[src/rtl/hs_pkg.sv]
`default_nettype none
// ============================================================================
//  Module      : hs_pkg
//  Description : Shared constants, types and helpers for the handshake FIFO.
//  Revision    : 1.0 - initial release
// ============================================================================
package hs_pkg;

    localparam int HS_DATA_W = 42;

    typedef logic [HS_DATA_W-1:0] hs_word_t;

    // Width needed to hold the values 0..d inclusive.
    function automatic int clog2_p1(input int d);
        return $clog2(d + 1);
    endfunction

endpackage
`default_nettype wire

[src/rtl/hs_fifo_mem.sv]
`default_nettype none
// ============================================================================
//  Module      : hs_fifo_mem
//  Description : DEPTH x WIDTH register array, one write port, async read port.
//  Revision    : 1.0 - initial release
// ============================================================================
module hs_fifo_mem
    import hs_pkg::*;
#(
    parameter int WIDTH = HS_DATA_W,
    parameter int DEPTH = 4
) (
    input  logic                     clk,
    input  logic                     wr_en,
    input  logic [$clog2(DEPTH)-1:0] wr_addr,
    input  logic [WIDTH-1:0]         wr_data,
    input  logic [$clog2(DEPTH)-1:0] rd_addr,
    output logic [WIDTH-1:0]         rd_data
);

    logic [WIDTH-1:0] r_mem [DEPTH];

    always_ff @(posedge clk) begin
        if (wr_en) begin
            r_mem[wr_addr] <= wr_data;
        end
    end

    assign rd_data = r_mem[rd_addr];

endmodule
`default_nettype wire

[src/rtl/handshake_fifo.sv]
`default_nettype none
// ============================================================================
//  Module      : handshake_fifo
//  Description : Single-clock req/ack to valid/ready FIFO with occupancy,
//                almost-full and sticky overflow-attempt reporting.
//  Revision    : 1.0 - initial release
// ============================================================================
module handshake_fifo
    import hs_pkg::*;
#(
    parameter int WIDTH     = HS_DATA_W,
    parameter int DEPTH     = 4,
    parameter int AF_THRESH = DEPTH - 1
) (
    input  logic                         clk,
    input  logic                         rst_n,
    input  logic                         req,
    output logic                         ack,
    input  logic [WIDTH-1:0]             data_in,
    output logic                         out_valid,
    input  logic                         out_ready,
    output logic [WIDTH-1:0]             data_out,
    output logic [clog2_p1(DEPTH)-1:0]   count,
    output logic                         almost_full,
    output logic                         ovf_sticky
);

    localparam int c_CNT_W = clog2_p1(DEPTH);
    localparam int c_PTR_W = $clog2(DEPTH);

    localparam logic [c_CNT_W-1:0] c_FULL_CNT = c_CNT_W'(DEPTH);
    localparam logic [c_CNT_W-1:0] c_AF_CNT   = c_CNT_W'(AF_THRESH);
    localparam logic [c_CNT_W-1:0] c_ONE_CNT  = c_CNT_W'(1);
    localparam logic [c_PTR_W-1:0] c_LAST_PTR = c_PTR_W'(DEPTH - 1);

    logic [c_PTR_W-1:0] r_wptr;
    logic [c_PTR_W-1:0] r_rptr;
    logic [c_CNT_W-1:0] r_count;
    logic [WIDTH-1:0]   r_data_out;
    logic               r_ovf;

    logic               w_push;
    logic               w_pop;
    logic [c_PTR_W-1:0] w_wptr_inc;
    logic [c_PTR_W-1:0] w_rptr_inc;
    logic [WIDTH-1:0]   w_next_head;
    logic [WIDTH-1:0]   w_data_nxt;
    logic [c_CNT_W-1:0] w_count_nxt;

    assign ack         = (r_count != c_FULL_CNT);
    assign out_valid   = (r_count != '0);
    assign almost_full = (r_count >= c_AF_CNT);
    assign count       = r_count;
    assign data_out    = r_data_out;
    assign ovf_sticky  = r_ovf;

    assign w_push = req && ack;
    assign w_pop  = out_valid && out_ready;

    assign w_wptr_inc = (r_wptr == c_LAST_PTR) ? '0 : r_wptr + 1'b1;
    assign w_rptr_inc = (r_rptr == c_LAST_PTR) ? '0 : r_rptr + 1'b1;

    // Read port looks one entry ahead so the head register can reload on a pop.
    hs_fifo_mem #(
        .WIDTH (WIDTH),
        .DEPTH (DEPTH)
    ) u_mem (
        .clk     (clk),
        .wr_en   (w_push),
        .wr_addr (r_wptr),
        .wr_data (data_in),
        .rd_addr (w_rptr_inc),
        .rd_data (w_next_head)
    );

    // Head register: bypass data_in when the incoming word becomes the new head.
    always_comb begin
        w_data_nxt = r_data_out;
        if (w_pop) begin
            if (r_count == c_ONE_CNT) begin
                if (w_push) begin
                    w_data_nxt = data_in;
                end
            end else begin
                w_data_nxt = w_next_head;
            end
        end else if ((r_count == '0) && w_push) begin
            w_data_nxt = data_in;
        end
    end

    always_comb begin
        w_count_nxt = r_count;
        case ({w_push, w_pop})
            2'b10:   w_count_nxt = r_count + 1'b1;
            2'b01:   w_count_nxt = r_count - 1'b1;
            default: w_count_nxt = r_count;
        endcase
    end

    always_ff @(posedge clk) begin
        if (!rst_n) begin
            r_wptr     <= '0;
            r_rptr     <= '0;
            r_count    <= '0;
            r_data_out <= '0;
            r_ovf      <= 1'b0;
        end else begin
            if (w_push) begin
                r_wptr <= w_wptr_inc;
            end
            if (w_pop) begin
                r_rptr <= w_rptr_inc;
            end
            r_count    <= w_count_nxt;
            r_data_out <= w_data_nxt;
            if (req && !ack) begin
                r_ovf <= 1'b1;
            end
        end
    end

endmodule
`default_nettype wire

[config.mk]
export PLATFORM = sky130hd
export DESIGN_NAME = handshake_fifo
export DESIGN_NICKNAME = d
export VERILOG_FILES = /design/src/rtl/hs_pkg.sv /design/src/rtl/hs_fifo_mem.sv /design/src/rtl/handshake_fifo.sv
export SDC_FILE = /design/constraint.sdc
export NUM_CORES = 1
export LEC_CHECK = 0
export BUFFER_PORTS_ARGS = -buffer_cell sky130_fd_sc_hd__buf_2
export CORE_ASPECT_RATIO = 1.1
export CORE_MARGIN = 4
export CORE_UTILIZATION = 30
export CTS_CLUSTER_DIAMETER = 200
export DETAILED_ROUTE_END_ITERATION = 12
export PLACE_DENSITY_LB_ADDON = 0.15
export SYNTH_ARGS = -nofsm -noshare
export SYNTH_HDL_FRONTEND = slang
export SYNTH_SLANG_ARGS = --single-unit
[constraint.sdc]
create_clock -name clk -period 3.39 [get_ports clk]
set_clock_uncertainty 0.1 [all_clocks]
set_input_delay 0.678 -clock clk [delete_from_list [all_inputs] [get_ports clk]]
set_output_delay 0.678 -clock clk [all_outputs]
set_load 0.005 [all_outputs]
---- Word-level counts from Yosys, hierarchy flattened ----
Memories as Yosys holds them, arrays and structs flattened.
Cells that the tools add are included.
storage, ports and cells
  bits in registers ....................... 50
  memories kept ........................... 1
  output and inout bits ................... 49
  word-level logic and storage cells ...... 37
  RAM bits ................................ 168
cells by class
  reduce and logical (&&, ||, !) cells .... 10
  $add $sub $neg .......................... 4
  eq/ne operators ......................... 7
  magnitude comparators ................... 1
  multiplexer cells ....................... 9
memories
  memory       depth  bits a word  read ports  clocked after Yosys merged registers in  write ports  RTL line           text
  u_mem.r_mem  4      42           1           0                                        1            hs_fifo_mem.sv:21  logic [WIDTH-1:0] r_mem [DEPTH];
operators with widths
  kind                 count
  $mux 42              4
  $eq 2x2->1 const B   3
  $ne 3x3->1 const B   2
  $pmux 3 s2           1
  $add 2x1->2 const B  2
  $logic_and 1x1->1    4
  $mux 2               2
  $reduce_bool 2->1    2
  $add 3x1->3 const B  1
  $eq 3x1->1 const B   1
  $ge 3x2->1 const B   1
  $logic_not 3->1      1
  $reduce_bool 3->1    1
  $sub 3x1->3 const B  1
  $eq 2x1->1 const B   1
  $mux 1               2
  $reduce_and 2->1     1
  $logic_not 1->1      1

---- Longest topological paths before layout ----
  depth in word-level cells ............... 5
  mapped depth ............................ 10

---- Cells and area by module ----
A second synthesis with hierarchy kept.
second synthesis, totals
  cell total of the unflattened synthesis .. 533
  area, all modules ....................... 8630.8 µm²
modules (own cells, without submodules)
  module          times used  cells an instance  area each (µm²)
  hs_fifo_mem     1           224                6144.6
  handshake_fifo  1           309                2486.1

---- Worst setup path before layout ----
No wires, ideal clock.
  kind .................................... flip-flop to flip-flop
  start point ............................. register r_count[0], in the netlist count[0]
  end point ............................... memory u_mem.r_mem[0][0] in the netlist's numbering, enable pin
  cell stages (with the launch flop) ...... 5
  clock period less this slack ............ 2497 ps
  buffers on the path ..................... 0
  path slack .............................. 893 ps
  arrival ................................. 1993 ps
  cells stage by stage .................... dfxtp_1 -> inv_1 -> ha_1 -> nand2_1 -> and3_1
on the way
  cells in the longest elaborated chain, start to end .. 4
ends and longest elaborated chain
  item                          RTL line               text
  from (decl)                   handshake_fifo.sv:38   logic [c_CNT_W-1:0] r_count;
  from (signal assigned)        handshake_fifo.sv:115  r_count <= w_count_nxt;
  $ne 3x3->1                    handshake_fifo.sv:50   assign ack = (r_count != c_FULL_CNT);
  net ack                       handshake_fifo.sv:18   output logic ack,
  $logic_and 1x1->1             handshake_fifo.sv:57   assign w_push = req && ack;
  $mux 1                        hs_fifo_mem.sv:24      if (wr_en) begin
  $mux 1 (not written as such)  hs_fifo_mem.sv:25      r_mem[wr_addr] <= wr_data;
  to (decl)                     hs_fifo_mem.sv:21
The timed path passes the listed nets, and every way through them passes these cells.

---- Worst setup path after layout ----
  start point ............................. register r_count[0], in the netlist count[0]
  end point ............................... register r_data_out[8], in the netlist data_out[8]
on the way
  cells in the longest elaborated chain, start to end .. 5
  elaborated cells between the ends (all ways) .. 12
  classes of those cells .................. eq/ne: 3; mux: 2; reduce/logical: 7
ends and longest elaborated chain
  item                         RTL line               text
  $ne 3x3->1                   handshake_fifo.sv:50
  $logic_and 1x1->1            handshake_fifo.sv:57
  $logic_and 1x1->1            handshake_fifo.sv:87   end else if ((r_count == '0) && w_push) begin
  $reduce_bool 2->1 (no line)  --
  $reduce_and 2->1 (no line)   --
  to (signal assigned)         handshake_fifo.sv:116  r_data_out <= w_data_nxt;
  to (decl)                    handshake_fifo.sv:39   logic [WIDTH-1:0] r_data_out;
Parallel ways exist; a longest one is shown, timed or not.
A chain may end at the register's enable or synchronous reset.

==> summary by stage <==
Route
For this block, the initial DRC count from the detailed router was 293. For this run, design rule violations remaining after detail routing come to 0. The routed design has 24.02 mm of wire. In the final routed layout, each cell accounts on average for 21.16 um. The number of search-and-repair iterations in the first detailed-routing pass is 5. The total via count after detailed routing is 5722.

The number of routed nets with antenna violations is 0. After detailed routing, the number of vias per cell comes to 5.041.

Logic synthesis
The register bit count reported by yosys is 218. The cell area after synthesis is 9165 um2. Of all flip-flops after synthesis, the portion carrying an async set or reset was 0. Yosys attributes the largest share of cell area to sky130_fd_sc_hd__edfxtp_1 55%, sky130_fd_sc_hd__dfxtp_1 11%, sky130_fd_sc_hd__a211oi_1 5.9%, sky130_fd_sc_hd__o221a_1 5.2%, sky130_fd_sc_hd__mux2i_1 4.5%. Yosys printed 0 warnings. Synthesis handed over a netlist of 623 instances. A synthesized cell averages 14.71 um2. The synthesized design contains 168 enable-type register cells. For this run, the register share of the synthesized area comes to 0.6597. Of all cell types, the one taking the most synthesized area is sky130_fd_sc_hd__edfxtp_1. In the synthesized netlist the dominant register cell turns out to be sky130_fd_sc_hd__edfxtp_1. The fraction of post-synthesis cell area in the top cell type by area is 0.5504. The number of nets handed over by synthesis was 680.

After synthesis, the netlist uses 34 different library cells.

GRT
The total overflow reported by the global router is 0. The total track usage is 0.1403. The largest net degree at the start of global routing is 44.

The number of global-route vias before repair is 6026. The number of antenna violations at the first check in global routing was 5. The first global-routing pass estimated 36.45 mm of wire.

STA
Setup repair after global routing left no endpoint under its margin. The fmax is 384.5 MHz. The count of endpoints failing hold in the final timing report is 0. The total count of max-transition violations in the final report came to 0. The relative slew slack is 0.4702. The period utilization is 0.7673. After routing, the total negative slack on setup checks comes to 0 ns. Setup violations remaining at the end of the flow were counted as 0. The time the final worst path needs with I/O delays and setup is 2.601 ns. At the pin with the least slew margin, the transition time is 0.7928 ns.

Layout
The area growth from synthesis to layout is 18.59%. After routing the design area is 10870 um2. At the end of the flow, the number of nets in the layout was 765. The most common library cell in the layout ignoring fill and taps is sky130_fd_sc_hd__edfxtp_1.

The ratio of cells with drive above 1 in the final layout is 0.2342. In the layout the commonest cells are 168 x sky130_fd_sc_hd__edfxtp_1, 94 x sky130_fd_sc_hd__buf_2, 72 x sky130_fd_sc_hd__a211oi_1.

Die
The floorplan step defined a core boundary enclosing 29810 um2. The die outline area is 33410 um2. The site row count is 66.

The horizontal extent of the die is 174.7 um. During I/O placement, the number of pins put on the boundary was 95. The initial core utilization is 0.3074. From bottom edge to top edge, the die measures 191.3 um.

Clock tree
The clock transition at the registers of the reported paths is 0.06 ns. The CTS root buffer is sky130_fd_sc_hd__clkbuf_16. Once the clock tree was built, the resizer swapped 0 gates to a different size. The hold-fix buffer count after cts is 0. The number of buffers between clock root and the deepest sink is 3. TritonCTS built the clock tree. The H-tree depth is 1. Counting every sink on the clock net gives 218. TritonCTS created 25 clock buffers. The clock latency reported for the late side of the worst-skew pair is 0.51 ns.

The count of buffers added by post-CTS timing repair for setup is 0.

Placement
The placed instances occupy a cell area of 10030 um2. The wire-length estimate of the detail-placed layout is 13.77 mm. The final weighted congestion of routability-driven global placement is 0.7250. The count of input and output buffers is 94.

Power
The leakage component of the power is 3.712 nW. The power per standard cell area is 847.8 nW/um2. The maximum resistive drop on vdd is 0.0004953 V.

Critical path
The top cell family by delay on the critical path is buffers and inverters. The endpoint class of the critical path is a flip-flop. Among all stages on the critical path, the largest delay is contributed by sky130_fd_sc_hd__buf_4. The data required time at the worst endpoint is 3.74 ns.

The highest cell delay on the worst timing path is 0.52 ns. The worst setup path category is flip-flop to flip-flop. For the worst setup path, the data arrival time is 2.95 ns.

The worst-path maximum fanout is 43. Walking the worst path, the cells encountered are inv_1 > ha_1 > o21bai_4 > buf_4 > o21a_2 > buf_12 > o221a_1. The launching element type of the critical path is a flip-flop. The number of buffers and inverters on the critical path is 3.

Run status
The run finished with clean final reports.

Job
The max capacitance violation total is 0.

Hold path
In this run the worst hold path is classified as input port to flip-flop.
==> registers in the layout (all words and copies together) (netlist names) <==
register	count
r_wptr	2
count	3
r_rptr	2
ovf_sticky	1
u_mem.r_mem	168
data_out	42
==> worst register-to-register path: cells and delay by family, from the launching register on <==
kind	cells	cell delay [ns]
AO/OA/AOI/OAI	3	0.83
adder cells (fa/ha/maj)	1	0.29
flip-flops	1	0.43
buffers and inverters	3	0.90
==> cell type report <==
type	instances	area, um2
flip-flops and latches	218	6050
well taps	408	510.5
diodes	1	2.502
multi-input cells	343	2771
inverters	7	26.28
fillers	2860	18940
clock buffers	35	683.2
repair buffers	113	675.6
clock inverters	10	150.1
==> logic make-up (layout without fill, tap and decap cells) <==
logic type      count (synthesis)  after routing  synth area share
fa+ha+maj                      11             11           0.01502
simple gates                   69             69           0.04560
xor+xnor                        2              2          0.001912
other cells                     0              1                 0
compound gates                219            219            0.1898
buf+inv                        62            165           0.04082
flops                         218            218            0.6597
mux                            42             42           0.04723
==> worst paths after layout <==
| kind | from | to | slack [ns] | cells after the start |
|---|---|---|---|---|
| setup / recovery | count[0] | data_out[8] | 0.79 | 7 |
| hold / removal | data_in[26] | u_mem.r_mem[0][26] | 0.30 | 1 |
| setup reg to reg | count[0] | data_out[8] | 0.79 | 7 |
| hold reg to reg | r_wptr[1] | r_wptr[1] | 0.40 | 2 |
==> metal layers <==
| metal | vias up | global-route usage | share of wire |
|---|---|---|---|
| met2 | 148 | 0.2350 | 0.48 |
| met4 | 8 | 0.03626 | 0.014 |
| met3 | 36 | 0.03303 | 0.061 |
| met1 | 2884 | 0.1843 | 0.44 |
| li1 | 2646 | - | - |
| met5 | - | 0 | 0.0020 |
==> where the power goes <==
part	internal [W]	leakage (nW)	switching, W
Sequential	0.00333	1.96	0.000289
Combinational	0.00113	1.35	0.00174
Clock	0.00170	0.405	0.00103
==> stage by stage <==
stage	total power (W)	hold slack, ns	setup WS, ns	instances	utilization
after floorplan	0.005503	0.3388	0.8932	623	-
after global placement	0.006531	0.3778	0.8391	1089	0.3366
after detailed placement	0.006602	0.3915	0.7995	1089	0.3366
after CTS	0.009368	0.2731	0.7796	1134	0.3645
after global routing	0.009735	0.2817	0.6730	1134	0.3645
final	0.009215	0.3007	0.7890	1135	0.3646
==> cell usage after synthesis, types with 3 or more instances <==
master / count
sky130_fd_sc_hd__dfxtp_1: 50
sky130_fd_sc_hd__a211oi_1: 72
sky130_fd_sc_hd__nand3_1: 3
sky130_fd_sc_hd__clkbuf_1: 21
sky130_fd_sc_hd__edfxtp_1: 168
sky130_fd_sc_hd__inv_1: 7
sky130_fd_sc_hd__nand2_1: 8
sky130_fd_sc_hd__o221a_1: 42
sky130_fd_sc_hd__buf_4: 3
sky130_fd_sc_hd__mux2i_1: 41
sky130_fd_sc_hd__buf_12: 3
sky130_fd_sc_hd__a21boi_1: 4
sky130_fd_sc_hd__and2_1: 3
sky130_fd_sc_hd__nor2b_1: 44
sky130_fd_sc_hd__ha_1: 11
sky130_fd_sc_hd__a211oi_2: 10
sky130_fd_sc_hd__buf_2: 23
sky130_fd_sc_hd__buf_8: 4
sky130_fd_sc_hd__o21a_1: 42
sky130_fd_sc_hd__o21ai_0: 44
sky130_fd_sc_hd__and3_1: 4
No activity file was read; power rests on OpenSTA's default activity.
